## src/rtl/decode_pipe.sv

```systemverilog
// WISC decode stage: 8-entry register file, immediate/destination decode,
// load-use stall detection and a valid/ready output register.
module decode_pipe #(
  parameter int DATA_W = 16,
  parameter int BYPASS = 1
) (
  input  logic              clk,
  input  logic              rst,
  input  logic              in_valid,
  input  logic [15:0]       in_instr,
  input  logic [DATA_W-1:0] in_pc,
  output logic              in_ready,
  input  logic              flush,
  input  logic              wb_en,
  input  logic [2:0]        wb_reg,
  input  logic [DATA_W-1:0] wb_data,
  input  logic              out_ready,
  output logic              out_valid,
  output logic [DATA_W-1:0] out_rs_data,
  output logic [DATA_W-1:0] out_rt_data,
  output logic [DATA_W-1:0] out_imm,
  output logic [2:0]        out_wreg,
  output logic              out_wen,
  output logic [15:0]       out_instr,
  output logic [DATA_W-1:0] out_pc
);

  logic [7:0][DATA_W-1:0] rf;
  logic [4:0]             op;
  logic [2:0]             rs_sel, rt_sel;
  logic [DATA_W-1:0]      rs_data, rt_data, imm;
  logic [2:0]             wreg;
  logic                   wen, rs_used, rt_used, stall, accept;

  assign op     = in_instr[15:11];
  assign rs_sel = in_instr[10:8];
  assign rt_sel = in_instr[7:5];

  always_comb begin
    imm     = '0;
    wreg    = rt_sel;
    wen     = 1'b1;
    rs_used = 1'b1;
    rt_used = 1'b0;

    // 0101? must precede 010?? so the logical-immediate ops stay zero-extended
    casez (op)
      5'b0101?:                            imm = {{(DATA_W-5){1'b0}}, in_instr[4:0]};
      5'b010??, 5'b10000, 5'b10001,
      5'b10011:                            imm = {{(DATA_W-5){in_instr[4]}}, in_instr[4:0]};
      5'b10010:                            imm = {{(DATA_W-8){1'b0}}, in_instr[7:0]};
      5'b011??, 5'b11000, 5'b00101,
      5'b00111:                            imm = {{(DATA_W-8){in_instr[7]}}, in_instr[7:0]};
      5'b00100, 5'b00110:                  imm = {{(DATA_W-11){in_instr[10]}}, in_instr[10:0]};
      default:                             imm = '0;
    endcase

    casez (op)
      5'b11011, 5'b11010, 5'b111??:        wreg = in_instr[4:2];
      5'b11000, 5'b10010, 5'b10011:        wreg = rs_sel;
      5'b00110, 5'b00111:                  wreg = 3'b111;
      default:                             wreg = rt_sel;
    endcase

    casez (op)
      5'b00000, 5'b00001, 5'b00100, 5'b00101,
      5'b011??, 5'b10000:                  wen = 1'b0;
      default:                             wen = 1'b1;
    endcase

    casez (op)
      5'b00000, 5'b00001, 5'b00100, 5'b00110,
      5'b11000:                            rs_used = 1'b0;
      default:                             rs_used = 1'b1;
    endcase

    casez (op)
      5'b1101?, 5'b111??, 5'b10000,
      5'b10011:                            rt_used = 1'b1;
      default:                             rt_used = 1'b0;
    endcase
  end

  assign rs_data = ((BYPASS != 0) && wb_en && (wb_reg == rs_sel)) ? wb_data : rf[rs_sel];
  assign rt_data = ((BYPASS != 0) && wb_en && (wb_reg == rt_sel)) ? wb_data : rf[rt_sel];

  // A load in the output register cannot supply its data to the next op yet.
  assign stall = out_valid && (out_instr[15:11] == 5'b10001) &&
                 ((rs_used && (out_wreg == rs_sel)) || (rt_used && (out_wreg == rt_sel)));

  assign in_ready = !rst && (!out_valid || out_ready) && !stall && !flush;
  assign accept   = in_valid && in_ready;

  always_ff @(posedge clk) begin
    if (rst) begin
      rf          <= '0;
      out_valid   <= 1'b0;
      out_rs_data <= '0;
      out_rt_data <= '0;
      out_imm     <= '0;
      out_wreg    <= '0;
      out_wen     <= 1'b0;
      out_instr   <= '0;
      out_pc      <= '0;
    end else begin
      if (wb_en) rf[wb_reg] <= wb_data;
      if (flush) begin
        out_valid <= 1'b0;
      end else if (accept) begin
        out_valid   <= 1'b1;
        out_rs_data <= rs_data;
        out_rt_data <= rt_data;
        out_imm     <= imm;
        out_wreg    <= wreg;
        out_wen     <= wen;
        out_instr   <= in_instr;
        out_pc      <= in_pc;
      end else if (out_ready) begin
        out_valid <= 1'b0;
      end
    end
  end

endmodule
```

## config.mk

```make
export PLATFORM = sky130hd
export DESIGN_NAME = decode_pipe
export DESIGN_NICKNAME = d
export VERILOG_FILES = /design/src/rtl/decode_pipe.sv
export SDC_FILE = /design/constraint.sdc
export NUM_CORES = 1
export LEC_CHECK = 0
export ABC_AREA = 1
export CAP_MARGIN = 10
export CORE_ASPECT_RATIO = 0.75
export CORE_MARGIN = 2
export CORE_UTILIZATION = 45
export CTS_CLUSTER_SIZE = 8
export DETAILED_ROUTE_END_ITERATION = 10
export PLACE_DENSITY_LB_ADDON = 0.2
export RECOVER_POWER = 25
export SLEW_MARGIN = 20
export SYNTH_ARGS = -nofsm -noshare
export SYNTH_HDL_FRONTEND = slang
export SYNTH_SLANG_ARGS = --single-unit
```

## constraint.sdc

```tcl
create_clock -name clk -period 2.35 [get_ports clk]
set_input_delay 0.47 -clock clk [delete_from_list [all_inputs] [get_ports clk]]
set_output_delay 0.47 -clock clk [all_outputs]
set_load 0.01 [all_outputs]
```

[Word level (Yosys, flattened, before mapping)]
Cells that the tools add are included.
Storage, ports and cells
  input port bits: 57
  register bits after elaboration: 213
  logic and storage cells: 90
  output and inout port bits: 86
Operators by class
  order comparisons: 4
  equal/unequal tests: 22
  reduce and logical (&&, ||, !) cells: 30
  multiplexer cells: 17
  bitwise operators: 1
Operator list (count)
  $bwmux 128: 1
  $bmux 16 s3: 2
  $mux 16: 6
  $pmux 16 s4: 1
  $demux 16 s3: 1
  $eq 5x5->1 const B: 8
  $eq 5x3->1 const B: 4
  $eq 3x3->1: 4
  $lt 3x4->1 const B: 3
  $reduce_or 4->1: 3
  $logic_and 1x1->1: 11
  $pmux 3 s3: 1
  $eq 3x2->1 const B: 2
  $reduce_or 2->1: 3
  $reduce_or 3->1: 2
  $reduce_or 6->1: 1
  $eq 5x1->1 const B: 1
  $logic_not 5->1: 1
  $mux 1: 5
  $reduce_or 5->1: 1
  $eq 4x3->1 const B: 1
  $eq 4x4->1 const B: 1
  $logic_not 1->1: 4
  $eq 3x3->1 const B: 1
  other kinds (5): 6

[Logic depth before layout (Yosys ltp)]
Gate-level depths: netlist of the first run.
  depth in word-level cells: 11
  depth in mapped cells: 15
  mapped depth without buffers: 12

[Worst setup path before layout of the first run]
No wires, ideal clock.
  path type: input -> output
  start: in rst
  end: out in_ready
  path buffers: 1
  stages on the path: 4
  setup slack: 0.324 ns
  arrival time: 1.556 ns
  data required time: 1.880 ns
  path through: or2_2 nor2_1 clkbuf_1 a21boi_0
Between the ends
  cells in the longest elaborated chain, start to end: 4
RTL lines
  start, declared: RTL line 8  | input logic rst,
  $logic_not 1->1: RTL line 91  | assign in_ready = !rst && (!out_valid || out_ready) && !stall && !flush;
  $logic_and 1x1->1 (3 in a row): RTL line 91
  end, declared: RTL line 12  | output logic in_ready,
No other way between the ends.

[Final worst setup path of the first run]
  start: in in_instr[9]
  end: out in_ready
Between the ends
  cells in the longest elaborated chain, start to end: 7
RTL lines
  start, declared: RTL line 10  | input logic [15:0] in_instr,
  $eq 3x3->1: RTL line 89  | ((rs_used && (out_wreg == rs_sel)) || (rt_used && (out_wreg == rt_sel)));
  $logic_and 1x1->1: RTL line 89
  $logic_or 1x1->1: RTL line 89
  $logic_and 1x1->1: RTL line 88  | assign stall = out_valid && (out_instr[15:11] == 5'b10001) &&
  $logic_not 1->1: RTL line 91
  $logic_and 1x1->1 (2 in a row): RTL line 91
No other way between the ends.

==> results of run 1 <==
-- cells by family (layout without fill, tap and decap cells) --
logic type	Yosys count	in the layout	synth area share
xor+xnor	4	4	0.00331
flops	208	208	0.393
simple gates	763	763	0.291
compound gates	425	425	0.205
buf+inv	276	436	0.108
-- flip-flops by register name, summed over array words and instances, names as in the netlist --
register	count
out_rs_data	16
out_rt_data	16
out_pc	16
out_valid	1
out_wreg	3
rf	128
out_imm	11
out_wen	1
out_instr	16
-- layer usage --
metal	share of wire	wire [um]	GRT usage	up-vias
li1	-	-	-	5723
met1	0.46	15800	0.399	5144
met2	0.41	14100	0.395	504
met3	0.10	3570	0.0540	65
met4	0.021	734	0.0705	0
met5	0	0	0	-
-- timing repair --
item / 4_1_cts / 5_1_grt
setup endpoints to repair: 1 / 1
hold buffers: 0 / 0
gates resized for setup: 11 / 3
-- layout by cell type, fill, tap and decap left out --
| cell | n |
|---|---|
| sky130_fd_sc_hd__a21boi_1 | 1 |
| sky130_fd_sc_hd__a21oi_1 | 140 |
| sky130_fd_sc_hd__buf_12 | 11 |
| sky130_fd_sc_hd__buf_2 | 3 |
| sky130_fd_sc_hd__buf_4 | 90 |
| sky130_fd_sc_hd__clkbuf_1 | 6 |
| sky130_fd_sc_hd__clkbuf_16 | 29 |
| sky130_fd_sc_hd__clkbuf_2 | 4 |
| sky130_fd_sc_hd__clkbuf_4 | 1 |
| sky130_fd_sc_hd__clkdlybuf4s50_1 | 130 |
| sky130_fd_sc_hd__clkinv_1 | 16 |
| sky130_fd_sc_hd__dfxtp_1 | 208 |
| sky130_fd_sc_hd__dlygate4sd2_1 | 7 |
| sky130_fd_sc_hd__dlygate4sd3_1 | 2 |
| sky130_fd_sc_hd__inv_1 | 130 |
| sky130_fd_sc_hd__inv_16 | 1 |
| sky130_fd_sc_hd__inv_2 | 5 |
| sky130_fd_sc_hd__inv_4 | 1 |
| sky130_fd_sc_hd__nand2_1 | 404 |
| sky130_fd_sc_hd__nand3_1 | 127 |
| sky130_fd_sc_hd__nand3_4 | 1 |
| sky130_fd_sc_hd__nand4_1 | 11 |
| sky130_fd_sc_hd__nor2_1 | 206 |
| sky130_fd_sc_hd__nor2_2 | 4 |
| sky130_fd_sc_hd__nor3_1 | 3 |
| sky130_fd_sc_hd__o211ai_1 | 1 |
| sky130_fd_sc_hd__o21ai_0 | 256 |
| sky130_fd_sc_hd__o21ai_1 | 3 |
| sky130_fd_sc_hd__o221ai_1 | 2 |
| sky130_fd_sc_hd__o22ai_1 | 22 |
| sky130_fd_sc_hd__or2_2 | 7 |
| sky130_fd_sc_hd__xnor2_1 | 1 |
| sky130_fd_sc_hd__xor2_1 | 3 |
-- path summary, 6_finish.rpt --
| kind | cells after the start | end | slack (ns) |
|---|---|---|---|
| max reg2reg | 12 | out_rt_data[11]$_SDFFE_PP0P_ | 0.46 |
| min | 3 | out_instr[7]$_SDFFE_PP0P_ | 0.45 |
| max | 10 | in_ready | 0.16 |
| min reg2reg | 2 | out_instr[4]$_SDFFE_PP0P_ | 0.46 |
-- layout make-up --
type / instances / share of cell area
well taps: 300 / 0.0278
inverters: 152 / 0.0425
repair buffers: 254 / 0.174
clock buffers: 29 / 0.0538
flip-flops and latches: 208 / 0.308
clock inverters: 1 / 0.00148
multi-input cells: 1192 / 0.392
-- stage by stage --
step / cell area (sq um) / TNS [ns] / util / setup WS (ns)
6_report: 13500 / 0 / 0.585 / 0.159
3_3_place_gp: 12800 / -10.28 / 0.557 / -0.358
4_1_cts: 13600 / 0 / 0.589 / 0.0307
2_1_floorplan: 10600 / 0 / - / 0.324
5_1_grt: 13500 / 0 / 0.585 / 0.0120
3_5_place_dp: 12800 / -13.95 / 0.557 / -0.385
-- tightest hold or removal path, delay by kind of cell --
kind	cells	cell delay, ns
AND/OR/NAND/NOR	2	0.18
buffers and inverters	1	0.30
-- power groups by stage --
stage                     sequential [mW]  combinational (mW)  clock (mW)
after CTS                            3.77                1.42        3.70
after floorplan                      3.85               0.735           0
after global routing                 3.78                1.57        3.85
after global placement               3.83                1.40           0
after detailed placement             3.84                1.42           0
final                                3.77                1.43        3.65
==> results.md, run 1 <==
Pwr:
- The static leakage power is 5.87 nW.
- The design draws 8.85 mW.
- Of the total power, the share spent switching nets is 0.273.
- The part of the total power dissipated in combinational logic is 0.162.
- The power density of the placed cells is 655 nW/um^2.
- Internal power comes to 6.43 mW.
- The clock share of power is 0.412.
- The net switching power figure is 2.41 mW.
- The worst IR drop on VDD is 0.530 mV.
- The sequential cell fraction of total power is 0.426.

Worst setup path:
- The launching point of the worst reg2reg path is out_wreg[2]$_SDFFE_PP0P_.
- The critical path in this run is classified as primary input to primary output.
- The first element of the critical path is in_instr[9].
- The most common cell type on the critical path is sky130_fd_sc_hd__nand2_1.
- STA puts the critical path data arrival time at 1.72 ns.
- Counting both buffers and inverters, the worst setup path holds a total of 3.
- The highest fanout seen on the critical path is 3.
- The gate family responsible for the most delay along the worst path is buffers and inverters.
- Traced cell by cell, the critical path runs through clkdlybuf4s50_1, buf_4, nand2_1, nand2_1, nand2_1, nor2_1, nand2_1, nand2_1, a21boi_1, clkbuf_2.
- The maximum cell stage delay along the critical path is 0.49 ns.
- STA puts the critical path data required time at 1.88 ns.
- The endpoint kind of the worst setup timing path is a primary output.
- The worst setup path is launched from a primary input.
- For this design, the slowest cell found on the critical path is sky130_fd_sc_hd__clkdlybuf4s50_1.

Synth:
- In the post-synthesis netlist, the biggest area contributors are sky130_fd_sc_hd__dfxtp_1 (39%), sky130_fd_sc_hd__nand2_1 (14%), sky130_fd_sc_hd__o21ai_0 (12%).
- The unique cell type count in the Yosys netlist is 26.
- In the synthesized netlist, the cells that appear most often are sky130_fd_sc_hd__nand2_1 (404), sky130_fd_sc_hd__o21ai_0 (256), sky130_fd_sc_hd__dfxtp_1 (208), sky130_fd_sc_hd__nor2_1 (208), sky130_fd_sc_hd__a21oi_1 (140).
- Among all cell types in the netlist, the one instantiated most often is sky130_fd_sc_hd__nand2_1.
- During synthesis, Yosys emitted a total of 0 warnings.
- The register area share after synthesis is 0.393.
- In the synthesized netlist the dominant register cell turns out to be sky130_fd_sc_hd__dfxtp_1.
- The number of standard cells after synthesis is 1,676.
- The mean post-synth cell area is 6.32 sq um.
- The most area-hungry cell type in the Yosys netlist is sky130_fd_sc_hd__dfxtp_1.
- The area share of the largest cell type after synthesis is 0.393.
- The post-synthesis instance area is 10,600 sq um.
- The number of enable flip-flop cells after synthesis is 0.
- Synthesis inferred 208 register bits.
- When the netlist entered floorplanning its net count stood at 1,733.
- After synthesis, the share of flip-flops with an asynchronous set or reset is 0.

Floorplanning:
- After floorplanning, the core was divided into 48 placement rows.
- The die area is 24,800 sq um.
- The floorplan die width is 181 um.
- The overall die height is 137 um.
- The total area inside the core boundary comes to 23,100 sq um.
- 143 I/O pins were placed.
- The initial core utilization is 0.459.

Routing:
- The routed via count divided by cell count is 5.35.
- The final route contains 11.4k vias.
- The initial DRC count is 1,205.
- The count of unresolved DRC violations after routing is 0.
- The total iterations of the first detailed-routing run is 5.
- After detailed routing, the total wire length is 34,200 um.
- Dividing the detail-routed wire length by the instance count gives 16.0 um.
- The number of nets still failing antenna checks after routing is 0.

CTS:
- The maximum level of the CTS H-tree is 1.
- Clock latency on the worst-skew pair, taken at its later pin, is 0.55 ns.
- The clock tree buffer depth is 3.
- The total CTS buffers is 29.
- TritonCTS built the clock tree.
- The tree built by TritonCTS fans out to 208 sinks.
- The clock slew at the register clock pins of the worst setup and hold paths is 0.05 ns.
- The number of setup buffers added after CTS is 0.
- The root buffer selected by CTS is sky130_fd_sc_hd__clkbuf_16.

Timing:
- Setup repair after global routing left no endpoint under its margin.
- Setup violations remaining at the end of the flow were counted as 0.
- The final number of hold-violating endpoints was 0.
- The transition at the pin with the smallest max-transition slack is 1.02 ns.
- The final-report max-slew violation count was 0.
- After layout, the minimum clock period comes to 2.19 ns.
- In the finished design, the share of the clock period the worst path needs comes to 0.932.
- Hold is met by 0.448 ns.
- Measured against its own limit, the worst slew margin works out to 0.323.
- The highest attainable clock frequency is 0.456 GHz.
- For the final database, setup skew stands at 0.0117 ns.

Placement:
- Detailed placement ended at an HPWL of 22,100 um.
- The count of input and output buffers is 142.
- Once placement completed, the tool counted placed cells totaling 2,106.
- The last weighted congestion value of the routability-driven placer is 0.887.

Cells and area:
- The post-route non-filler standard cell count is 2,136.
- The number of fillers in the final layout is 2,196.
- Of the cells placed in the final design, the portion with a size suffix greater than 1 is 0.0855.
- In the final layout, flip-flops and latches occupy 4160 sq um.
- The number of antenna diodes in the final layout is 0.
- The multi-input combinational cells in the finished layout cover a total of 5300 sq um.
- From synthesis to final layout, the design area changed by 27.5%.
- The net count of the finished layout is 1,894.

Global route:
- The residual overflow from global routing is 0.
- The via count of the first global-routing pass is 10.2k.
- The global-route usage over all layers is 0.269.
- The initial antenna violation count is 0.
- Entering global routing, the biggest net connects 64 pins.
- The first-pass GRT wire length is 53,800 um.

Min path:
- The tightest min-delay check is of the primary input to register type.
- The startpoint identified for the worst hold timing path is in_instr[7].

Run:
- The number of maximum-capacitance constraint violations is 0.

Status:
- The run finished with clean final reports.
Note: power is estimated with default switching activity, not from simulation.
==> run 2, diff against run 1 <==
- TNS_END_PERCENT: default -> 5
==> results of run 2 <==
Final layout, timing and power as in run 1 (identical DEF).
